File: src/rtl/dnn_pkg.sv
// Shared types and constants for the DNN data-movement blocks.
//   rd_state_t  : state encoding of the output RAM reader FSM
//   FIFO_DEPTH  : entries in the reader's output buffer
//   FIFO_CNT_W  : width of an occupancy count that can hold 0..FIFO_DEPTH
package dnn_pkg;

  typedef enum logic [1:0] {
    IDLE  = 2'd0,
    READ  = 2'd1,
    DRAIN = 2'd2,
    FIN   = 2'd3
  } rd_state_t;

  localparam int unsigned FIFO_DEPTH = 2;
  localparam int unsigned FIFO_CNT_W = $clog2(FIFO_DEPTH + 1);

endpackage

File: src/rtl/out_skid_fifo.sv
// Small output buffer between the RAM read path and the stream port.
// Ports:
//   clk, rst  : clock, synchronous active-high reset (clears storage and pointers)
//   push      : write wdata this cycle (ignored when full and not popping)
//   pop       : drop the head entry this cycle (ignored when empty)
//   wdata     : entry to write
//   rdata     : head entry; stable until popped
//   count     : current occupancy, 0..FIFO_DEPTH
module out_skid_fifo
  import dnn_pkg::*;
#(
  parameter int unsigned W = 5
) (
  input  logic                  clk,
  input  logic                  rst,
  input  logic                  push,
  input  logic                  pop,
  input  logic [W-1:0]          wdata,
  output logic [W-1:0]          rdata,
  output logic [FIFO_CNT_W-1:0] count
);

  // Pointers wrap naturally because FIFO_DEPTH is a power of two.
  localparam int unsigned P_WIDTH = $clog2(FIFO_DEPTH);

  logic [W-1:0]       mem [FIFO_DEPTH];
  logic [P_WIDTH-1:0] wr_ptr;
  logic [P_WIDTH-1:0] rd_ptr;
  logic               pop_ok;
  logic               push_ok;

  assign pop_ok  = pop && (count != '0);
  assign push_ok = push && ((count != FIFO_CNT_W'(FIFO_DEPTH)) || pop_ok);
  assign rdata   = mem[rd_ptr];

  // Storage, pointers and occupancy.
  always_ff @(posedge clk) begin
    if (rst) begin
      for (int unsigned i = 0; i < FIFO_DEPTH; i++) mem[i] <= '0;
      wr_ptr <= '0;
      rd_ptr <= '0;
      count  <= '0;
    end else begin
      if (push_ok) begin
        mem[wr_ptr] <= wdata;
        wr_ptr      <= wr_ptr + P_WIDTH'(1);
      end
      if (pop_ok) rd_ptr <= rd_ptr + P_WIDTH'(1);
      count <= count + FIFO_CNT_W'(push_ok) - FIFO_CNT_W'(pop_ok);
    end
  end

endmodule

File: src/rtl/output_ram_reader.sv
// Read-side master for the layer output RAM. A start command captures
// base_addr/len; len consecutive words (address wraps modulo RAM depth) are
// read and streamed on a valid/ready port with out_last on the final beat.
// Optional feature macro: OUTPUT_RAM_READER_ARGMAX_EN (adds max_val/max_idx).
// Ports:
//   clk, rst            : clock, synchronous active-high reset
//   start               : command pulse, sampled only in IDLE
//   base_addr, len      : burst start address and word count (0..2**A_WIDTH)
//   busy, done          : burst in progress / 1-cycle completion pulse
//   r_addr              : registered RAM read address
//   ram_data            : RAM read data, valid the cycle after r_addr is issued
//   out_data, out_valid : stream payload / valid
//   out_ready           : stream ready
//   out_last            : final beat of the burst
//   max_val, max_idx    : (macro only) largest word of the burst and its offset
module output_ram_reader
  import dnn_pkg::*;
#(
  parameter int unsigned D_WIDTH = 4,
  parameter int unsigned A_WIDTH = 4
) (
  input  logic               clk,
  input  logic               rst,
  input  logic               start,
  input  logic [A_WIDTH-1:0] base_addr,
  input  logic [A_WIDTH:0]   len,
  output logic               busy,
  output logic               done,
  output logic [A_WIDTH-1:0] r_addr,
  input  logic [D_WIDTH-1:0] ram_data,
  output logic [D_WIDTH-1:0] out_data,
  output logic               out_valid,
  input  logic               out_ready,
  output logic               out_last
`ifdef OUTPUT_RAM_READER_ARGMAX_EN
  ,
  output logic [D_WIDTH-1:0] max_val,
  output logic [A_WIDTH-1:0] max_idx
`endif
);

  localparam int unsigned L_WIDTH = A_WIDTH + 1;
  localparam int unsigned E_WIDTH = D_WIDTH + 1;
  localparam int unsigned S_WIDTH = FIFO_CNT_W + 1;

  rd_state_t             state_q;
  rd_state_t             state_n;
  logic [A_WIDTH-1:0]    base_q;
  logic [L_WIDTH-1:0]    len_q;
  logic [L_WIDTH-1:0]    issue_cnt;
  logic [L_WIDTH-1:0]    push_cnt;
  logic                  inflight;
  logic [FIFO_CNT_W-1:0] fifo_count;
  logic [E_WIDTH-1:0]    fifo_wdata;
  logic [E_WIDTH-1:0]    fifo_rdata;
  logic                  accept;
  logic                  issue;
  logic                  pop;
  logic                  push;
  logic                  push_last;
  logic                  room;

  assign accept    = (state_q == IDLE) && start;
  assign pop       = out_valid && out_ready;
  assign push      = inflight;
  assign push_last = (push_cnt == len_q - L_WIDTH'(1));
  assign fifo_wdata = {push_last, ram_data};

  // A slot is free if buffered + in-flight words leave space, or if the head
  // is leaving this cycle; the pop credit is what sustains 1 beat/cycle.
  assign room = ((S_WIDTH'(fifo_count) + S_WIDTH'(inflight)) < S_WIDTH'(FIFO_DEPTH)) || pop;

  assign out_valid = (fifo_count != '0);
  assign out_data  = fifo_rdata[D_WIDTH-1:0];
  assign out_last  = fifo_rdata[D_WIDTH];

  // FSM state register.
  always_ff @(posedge clk) begin
    if (rst) state_q <= IDLE;
    else     state_q <= state_n;
  end

  // FSM next-state and issue decision.
  always_comb begin
    state_n = state_q;
    issue   = 1'b0;
    case (state_q)
      IDLE:    if (start) state_n = (len == '0) ? FIN : READ;
      READ:    if (issue_cnt == len_q) state_n = DRAIN;
               else issue = room;
      DRAIN:   if (pop && out_last) state_n = FIN;
      FIN:     state_n = IDLE;
      default: state_n = IDLE;
    endcase
  end

  // Command capture, address counter and status outputs. The first address
  // goes out with the accepted start so data reaches the stream two cycles on.
  always_ff @(posedge clk) begin
    if (rst) begin
      busy      <= 1'b0;
      done      <= 1'b0;
      r_addr    <= '0;
      base_q    <= '0;
      len_q     <= '0;
      issue_cnt <= '0;
      push_cnt  <= '0;
      inflight  <= 1'b0;
    end else begin
      busy     <= (state_n != IDLE);
      done     <= (state_n == FIN);
      inflight <= 1'b0;
      if (accept) begin
        base_q   <= base_addr;
        len_q    <= len;
        push_cnt <= '0;
        if (len != '0) begin
          r_addr    <= base_addr;
          issue_cnt <= L_WIDTH'(1);
          inflight  <= 1'b1;
        end else begin
          issue_cnt <= '0;
        end
      end else begin
        if (issue) begin
          r_addr    <= base_q + issue_cnt[A_WIDTH-1:0];
          issue_cnt <= issue_cnt + L_WIDTH'(1);
          inflight  <= 1'b1;
        end
        if (push) push_cnt <= push_cnt + L_WIDTH'(1);
      end
    end
  end

  out_skid_fifo #(
    .W(E_WIDTH)
  ) u_fifo (
    .clk  (clk),
    .rst  (rst),
    .push (push),
    .pop  (pop),
    .wdata(fifo_wdata),
    .rdata(fifo_rdata),
    .count(fifo_count)
  );

`ifdef OUTPUT_RAM_READER_ARGMAX_EN
  // Running maximum over pushed words; strict compare keeps the earliest tie.
  always_ff @(posedge clk) begin
    if (rst || accept) begin
      max_val <= '0;
      max_idx <= '0;
    end else if (push && (ram_data > max_val)) begin
      max_val <= ram_data;
      max_idx <= push_cnt[A_WIDTH-1:0];
    end
  end
`endif

endmodule

File: config.mk
export PLATFORM = sky130hd
export DESIGN_NAME = output_ram_reader
export DESIGN_NICKNAME = d
export VERILOG_FILES = /design/src/rtl/dnn_pkg.sv /design/src/rtl/out_skid_fifo.sv /design/src/rtl/output_ram_reader.sv
export SDC_FILE = /design/constraint.sdc
export NUM_CORES = 1
export LEC_CHECK = 0
export ABC_AREA = 0
export CAP_MARGIN = 5
export CORE_MARGIN = 3
export CORE_UTILIZATION = 40
export CTS_BUF_LIST = sky130_fd_sc_hd__clkbuf_8
export CTS_CLUSTER_SIZE = 40
export DETAILED_ROUTE_END_ITERATION = 6
export PLACE_DENSITY = 0.69
export SLEW_MARGIN = 0
export SYNTH_ARGS = -nofsm -noshare
export SYNTH_HDL_FRONTEND = slang
export SYNTH_SLANG_ARGS = --single-unit
File: constraint.sdc
create_clock -name clk -period 5.6 [get_ports clk]
set_clock_uncertainty 0.2 [all_clocks]
set_input_delay 1.12 -clock clk [delete_from_list [all_inputs] [get_ports clk]]
set_output_delay 1.12 -clock clk [all_outputs]
set_load 0.01 [all_outputs]
* Yosys cells after proc, flatten, opt, wreduce, memory -nomap -nowiden *
Memories as Yosys holds them, arrays and structs flattened. A register that Yosys moved wholly into a read port is not among the register bits.
Index checks and enable logic that the tools add are counted.

operators by class
  reductions and logical operators = 16
  equality and inequality tests = 8
  order comparisons = 1
  muxes and demuxes = 26
  add/sub/neg operators = 9

operators by type and width
  operator                                                                  count
  1-bit 2-to-1 mux                                                          15
  5-bit 2-to-1 mux                                                          3
  4-bit 2-to-1 mux                                                          3
  5-bit by 1-bit adder with 5-bit output (second input constant)            2
  5-bit equality test                                                       2
  2-bit 2-to-1 mux                                                          4
  2-bit one-hot mux with 4 select lines                                     1
  2-bit equality test (second input constant)                               3
  2-bit nonzero test                                                        3
  1-bit logical AND                                                         5
  5-bit zero test                                                           1
  5-bit nonzero test                                                        1
  5-bit OR reduction                                                        1
  5-bit by 1-bit subtractor with 5-bit output (second input constant)       1
  4-bit adder                                                               1
  2-bit by 1-bit adder with 3-bit output                                    1
  3-bit by 2-bit < comparator with 1-bit output (second input constant)     1
  1-bit adder (second input constant)                                       2
  2-bit by 1-bit adder with 2-bit output                                    1
  2-bit by 1-bit equality test with 1-bit output (second input constant)    1
  2-bit zero test                                                           1
  1-bit logical OR                                                          2
  2-bit by 1-bit inequality test with 1-bit output (second input constant)  1
  2-bit inequality test (second input constant)                             1
  3 further kinds                                                           3

storage, ports and cells
  input bits = 17
  memories kept = 1
  flip-flop bits (word level) = 32
  RAM bits = 10
  word-level logic and storage cells = 73
  output and inout bits = 12

memories
  memory      depth  width  rd ports  clocked after memory_dff  wr ports  RTL line             text
  u_fifo.mem  2      5      1         1                         2         out_skid_fifo.sv:26  logic [W-1:0] mem [FIFO_DEPTH];

* Longest topological paths before layout *
Gate-level depths: netlist (run 1).

  word-level depth = 10
  mapped depth = 8
  gate-level depth less buffers = 8

* By module *
From an unflattened synthesis (run 1), not the netlist that was laid out.

second synthesis, totals
  cells, all modules = 223
  area, all modules = 2170.8 um^2

modules (own cells, without submodules)
  module             times used  cells each  sequential area each (um^2)  area each (um^2)
  output_ram_reader  1           173         560.5                        1463.9
  out_skid_fifo      1           50          400.4                        706.9

* Least setup slack after synthesis (run 1) *
OpenSTA, ideal clock, no wires.

  path kind = input to register
  start = input out_ready
  end = memory u_fifo.mem[1][0] (enable)
  setup time = 0.262 ns
  slack = 3.141 ns
  stages = 3
  path buffers = 0
  required time = 5.138 ns
  arrival = 1.997 ns
  cell sequence = o31ai_2 -> nor3b_1 -> or2_2

RTL lines
  element      RTL line                 text
  from (decl)  output_ram_reader.sv:33  input logic out_ready,
  to (decl)    out_skid_fifo.sv:26

==> flow_metrics.tcl, run 1 <==
set metrics [dict create \
    power_density_nw_per_um2 320.6 \
    antenna_left 0 \
    outcome "complete, no violations" \
    placed_cell_area_um2 2485 \
    finalCriticalPeriod_ns 2.981 \
    rsz0062_at_grt "no" \
    n_antenna_cell 0 \
    syn_to_final_growth_pct 19.24 \
    hold_viol 0 \
    nets 281 \
    ys_seq_elements 43 \
    drtIter0Drc 81 \
    drive_above_1_share 0.08594 \
    overflow 0 \
    slew_headroom 0.5705 \
    dp_hpwl_mm 3.013 \
    clockBufferDepth 2 \
    cts_hold_buf 0 \
    cts_tree "done" \
    clkTransAtPathRegs_ns 0.08 \
    vdd_drop_max_mv 0.1393 \
    grt_usage 0.1440 \
    insertion_delay_ns 0.30 \
    min_path_type "flip-flop to flip-flop" \
    path_class "flip-flop to output pin" \
    grt_first_pass_wirelength_mm 6.955 \
    drv_slew 0 \
    io_buffers 28 \
    root_buffer "clkbuf_8" \
    timing.rr.start "u_fifo.count[0]" \
    worstHoldStart "base_q[3]" \
    synth_cell_types 44 \
    grt_max_degree 36 \
    drtPass1Iterations 4 \
    critPathMaxFanout 5 \
    leakage_nw 1.022 \
    ys_warn_count 0 \
    crit_required_ns 4.28 \
    die_h_um 79.35 \
    htree_levels 2 \
    numCtsBuffers 5 \
    fin_crit_sh 0.5324 \
    viasPerCell 4.871 \
    wirelength_mm 4.105 \
    finalSetupViolations 0 \
    dieArea_um2 6296 \
    numClockSinks 43 \
    ios 29 \
    seq_area_frac_synth 0.4465 \
    fmax_mhz 335.4 \
    avgRoutedWirePerCell_um 12.59 \
    finalInstanceArea_um2 2566 \
    synth_area_per_cell_um2 9.439 \
    fin_setup_tns_ns 0 \
    syn_nets 254 \
    drc 0 \
    synthCells 228 \
    start_kind "flip-flop" \
    die_w_um 79.35 \
    core-area_um2 5140 \
    syn-cell-area_um2 2152 \
    placementRows 26 \
    grt_pass1_vias 1517 \
    antenna_found_initial 0 \
    drv_cap 0 \
    post_cts_buffers 0 \
    cts-resized-gates 0 \
    gp_congestion 0.7837 \
    vias 1588 \
    worst_setup_path_end_kind "output pin" \
    worstMarginPinSlew_ns 0.6443 \
    cp_data_arrival_time_ns 1.66 \
    start_util 0.4187 \
    fill_cells 528 \
    power.total_mw 0.8226 \
]
power breakdown:
part           total (mW)  switching [mW]  internal (mW)  leakage (nW)
logic               0.242           0.117          0.125         0.597
clock network       0.189           0.105         0.0840        0.0505
registers           0.392          0.0360          0.356         0.375
state kept, by name, indices dropped and copies added, names as in the netlist, 2 cells and up, named ones only:
register,cells
issue_cnt,5
push_cnt,5
state_q,2
u_fifo.count,2
u_fifo.mem,10
r_addr,4
base_q,4
len_q,5
synthesized netlist by cell type, drive strengths merged:
| master | number | share of area |
|---|---|---|
| mux2 | 5 | 0.026 |
| a211oi | 2 | 0.0070 |
| or3b | 1 | 0.0041 |
| nand2b | 3 | 0.0087 |
| nor2 | 23 | 0.041 |
| a21o | 1 | 0.0035 |
| nor4 | 2 | 0.0087 |
| clkbuf | 4 | 0.0070 |
| or2 | 1 | 0.0029 |
| nor3 | 7 | 0.019 |
| or3 | 1 | 0.0029 |
| a21oi | 18 | 0.049 |
| o221a | 1 | 0.0052 |
| nor3b | 2 | 0.0070 |
| dfxtp | 33 | 0.31 |
| and2 | 8 | 0.023 |
| nand3b | 1 | 0.0035 |
| edfxtp | 10 | 0.14 |
| ha | 8 | 0.047 |
| nand2 | 25 | 0.044 |
| inv | 14 | 0.024 |
| a31oi | 2 | 0.0058 |
| nand4 | 3 | 0.0087 |
| a31o | 1 | 0.0041 |
| mux2i | 4 | 0.019 |
| and3 | 1 | 0.0029 |
| o31ai | 1 | 0.0058 |
| o41ai | 2 | 0.015 |
| o21bai | 1 | 0.0035 |
| buf | 6 | 0.016 |
| o21ai | 6 | 0.014 |
| fa | 1 | 0.0093 |
| xnor2 | 13 | 0.053 |
| nand3 | 2 | 0.0047 |
| xor2 | 13 | 0.053 |
| nor2b | 2 | 0.0058 |
routing by layer:
metal	GRT usage	share of wire	up-vias
li1	-	-	819
met1	0.1801	0.48	738
met2	0.2332	0.47	27
met4	0.03608	0.0073	0
met3	0.05556	0.043	4
met5	0	0	-
critical path: stages (launching register included):
cell and delay (ns):
dfxtp_1 0.48, mux2_2 0.40, clkdlybuf4s50_1 0.48
cells in the final DEF (no fill, tap or decap), drive strengths merged, types with 2 or more instances in the layout:
master and instances:
a211oi 2, nand2b 3, mux2i 4, nor4 2, xor2 13, nand2 25
clkdlybuf4s50 28, ha 8, inv 16, nor3b 2, nand3 2, o41ai 2
o21ai 6, edfxtp 10, nand4 3, nor2 23, a31oi 2, a21oi 18
and2 8, buf 2, clkbuf 5, nor3 7, nor2b 2, mux2 5
xnor2 13, dfxtp 33
area by class of cell:
type	count	area [um2]	share of cell area
Sequential cell	43	960.9	0.3745
Multi-Input combinational cell	161	1089	0.4242
Timing Repair Buffer	30	295.3	0.1151
Clock buffer	5	68.82	0.02682
Tap cell	70	87.58	0.03413
Inverter	14	52.55	0.02048
Clock inverter	3	12.51	0.004876
per-stage QoR:
| step | setup WS [ns] | cells | utilization | hold slack [ns] |
|---|---|---|---|---|
| after floorplan | 3.141 | 228 | - | 0.2406 |
| after global placement | 2.481 | 318 | 0.4834 | 0.2511 |
| after detailed placement | 2.427 | 318 | 0.4834 | 0.2639 |
| after CTS | 2.598 | 326 | 0.4993 | 0.2763 |
| after global routing | 2.547 | 326 | 0.4993 | 0.2954 |
| final | 2.619 | 326 | 0.4993 | 0.2794 |
path summary, 6_finish.rpt:
kind / end / cells after the start / slack (ns)
worst max-delay path: out_last / 2 / 2.62
worst min-delay path: base_q[3] / 2 / 0.28
worst max register to register: u_fifo.count[1] / 8 / 3.58
worst min register to register: base_q[3] / 2 / 0.28
logic make-up after synthesis:
family	after synthesis	share of synthesized area
buf+inv	24	0.04767
xor+xnor	26	0.1058
compound gates	35	0.1128
simple gates	82	0.1866
fa+ha+maj	9	0.05582
flops	43	0.4465
mux	9	0.04477
No activity file was read; power rests on OpenSTA's default activity.
==> inputs of run 2 (changes only) <==
==> constraint.sdc (replaced) <==
create_clock -name clk -period 3 [get_ports clk]
set_clock_uncertainty 0.2 [all_clocks]
set_input_delay 0.6 -clock clk [delete_from_list [all_inputs] [get_ports clk]]
set_output_delay 0.6 -clock clk [all_outputs]
set_load 0.01 [all_outputs]
==> flow_metrics.tcl, run 2 (synthesis gave the netlist of run 1 again) <==
set metrics [dict create \
    met2_length_mm 1.837 \
    root_buffer "clkbuf_8" \
    wirelength_mm 3.929 \
    start_util 0.4187 \
    holdPathEnd "base_q[2]" \
    drv_cap 0 \
    outcome "complete, no violations" \
    ios 29 \
    cts_tree "done" \
    top_register "u_fifo.mem" \
    worstHoldStart "base_q[2]" \
    leakage_nw 1.033 \
    hold_viol 0 \
    drc 0 \
    whs_path_depth 2 \
    fmax_mhz 416.0 \
    syn_to_final_growth_pct 19.88 \
    top_layer_used "met4" \
    placementRows 26 \
    drv_slew 0 \
    seq_power_share 0.481 \
    power_frac_clock 0.220 \
    dieArea_um2 6296 \
    slew_headroom 0.5543 \
    r2r-end "issue_cnt[2]" \
    io_buffers 28 \
    htree_levels 2 \
    core-area_um2 5140 \
    numClockSinks 43 \
    cp_data_arrival_time_ns 1.60 \
    slowest_delay_ns 0.49 \
    cts-resized-gates 0 \
    final_common_cell "dfxtp_1" \
    worst_setup_path_end_kind "output pin" \
    grt_usage 0.1368 \
    critPathSlowestCell "clkdlybuf4s50_1" \
    rrSetupSlack_ns 0.93 \
    antenna_found_initial 0 \
    avgRoutedWirePerCell_um 11.98 \
    grt_pass1_vias 1472 \
    vias 1567 \
    drtIter0Drc 74 \
    switching_power_mw 0.4561 \
    clockBufferDepth 2 \
    p_int_mw 1.057 \
    path_class "flip-flop to output pin" \
    antenna_left 0 \
    dp_hpwl_mm 2.971 \
    vdd_drop_max_mv 0.2809 \
    timing.rr.start "state_q[0]" \
    crit_required_ns 2.20 \
    worstMarginPinSlew_ns 0.6686 \
    n_antenna_cell 0 \
    viasPerCell 4.777 \
    grt_max_degree 35 \
    power_density_nw_per_um2 586.5 \
    die_w_um 79.35 \
    cts_hold_buf 0 \
    gp_congestion 0.8342 \
    reg2reg_depth 5 \
    start_kind "flip-flop" \
    drtPass1Iterations 4 \
    clkTransAtPathRegs_ns 0.07 \
    path_cells "mux2_2 > clkdlybuf4s50_1" \
    post_cts_buffers 0 \
    drive_above_1_share 0.08915 \
    critPathMaxFanout 5 \
    comb_power_share 0.299 \
    min_path_type "flip-flop to flip-flop" \
    fill_cells 517 \
    rsz0062_at_grt "no" \
    met3_length_um 193 \
    final_util 0.5019 \
    fin_crit_sh 0.8012 \
    fin_setup_tns_ns 0 \
    wl_met1_mm 1.853 \
    numCtsBuffers 5 \
    nets 283 \
    insertion_delay_ns 0.29 \
    grt_first_pass_wirelength_mm 6.803 \
    swShare 0.3014 \
    largest_reg_flops 10 \
    finalCriticalPeriod_ns 2.404 \
    finalSetupViolations 0 \
    overflow 0 \
    die_h_um 79.35 \
    final_cell_mix "dfxtp_1 (33), clkdlybuf4s50_1 (28), nand2_1 (25)" \
]
-- run 2: worst max path at each step --
stage	startpoint	endpoint	slack, ns	cells past startpoint
after global routing	flip-flop	out_last	0.52	2
after detailed placement	out_ready	u_fifo.mem[1][3]	0.47	4
final	flip-flop	out_last	0.60	2
after CTS	flip-flop	out_last	0.57	2
after floorplan	out_ready	u_fifo.mem[1][0]	1.06	3
after global placement	out_ready	u_fifo.count[1]	0.50	7
-- run 2: worst max-delay path, delay by kind of cell, from the launching register on --
kind | cells | cell delay (ns)
buffers and inverters | 1 | 0.49
flip-flops | 1 | 0.44
multiplexers | 1 | 0.39
-- run 2: routing by layer --
layer	GRT usage	vias to the layer above
met1	0.1836	713
met3	0.04082	5
met5	0	-
met4	0.03608	0
met2	0.2146	27
li1	-	822
-- run 2: area by class of cell --
type | count | area (um2) | area share
Tap cell | 70 | 87.58 | 0.03395
Multi-Input combinational cell | 161 | 1089 | 0.4219
Clock buffer | 5 | 68.82 | 0.02667
Timing Repair Buffer | 32 | 310.3 | 0.1203
Clock inverter | 3 | 11.26 | 0.004365
Sequential cell | 43 | 960.9 | 0.3725
Inverter | 14 | 52.55 | 0.02037
-- run 2: power groups by stage --
stage / Combinational, mW / Sequential, mW / Clock [mW]
after floorplan: 0.309 / 0.728 / 0
after global placement: 0.451 / 0.742 / 0
after detailed placement: 0.457 / 0.743 / 0
after CTS: 0.459 / 0.730 / 0.347
after global routing: 0.509 / 0.738 / 0.378
final: 0.452 / 0.728 / 0.333
-- run 2: through the flow --
step | hold WS, ns | total power, mW | setup WS [ns] | area (um2) | cells
floorplan | 0.2406 | 1.037 | 1.061 | 2152 | 228
global placement | 0.2550 | 1.192 | 0.5031 | 2500 | 320
detailed placement | 0.2585 | 1.199 | 0.4699 | 2500 | 320
CTS | 0.2708 | 1.535 | 0.5707 | 2580 | 328
global route | 0.2969 | 1.625 | 0.5151 | 2580 | 328
finish | 0.2672 | 1.513 | 0.5964 | 2580 | 328
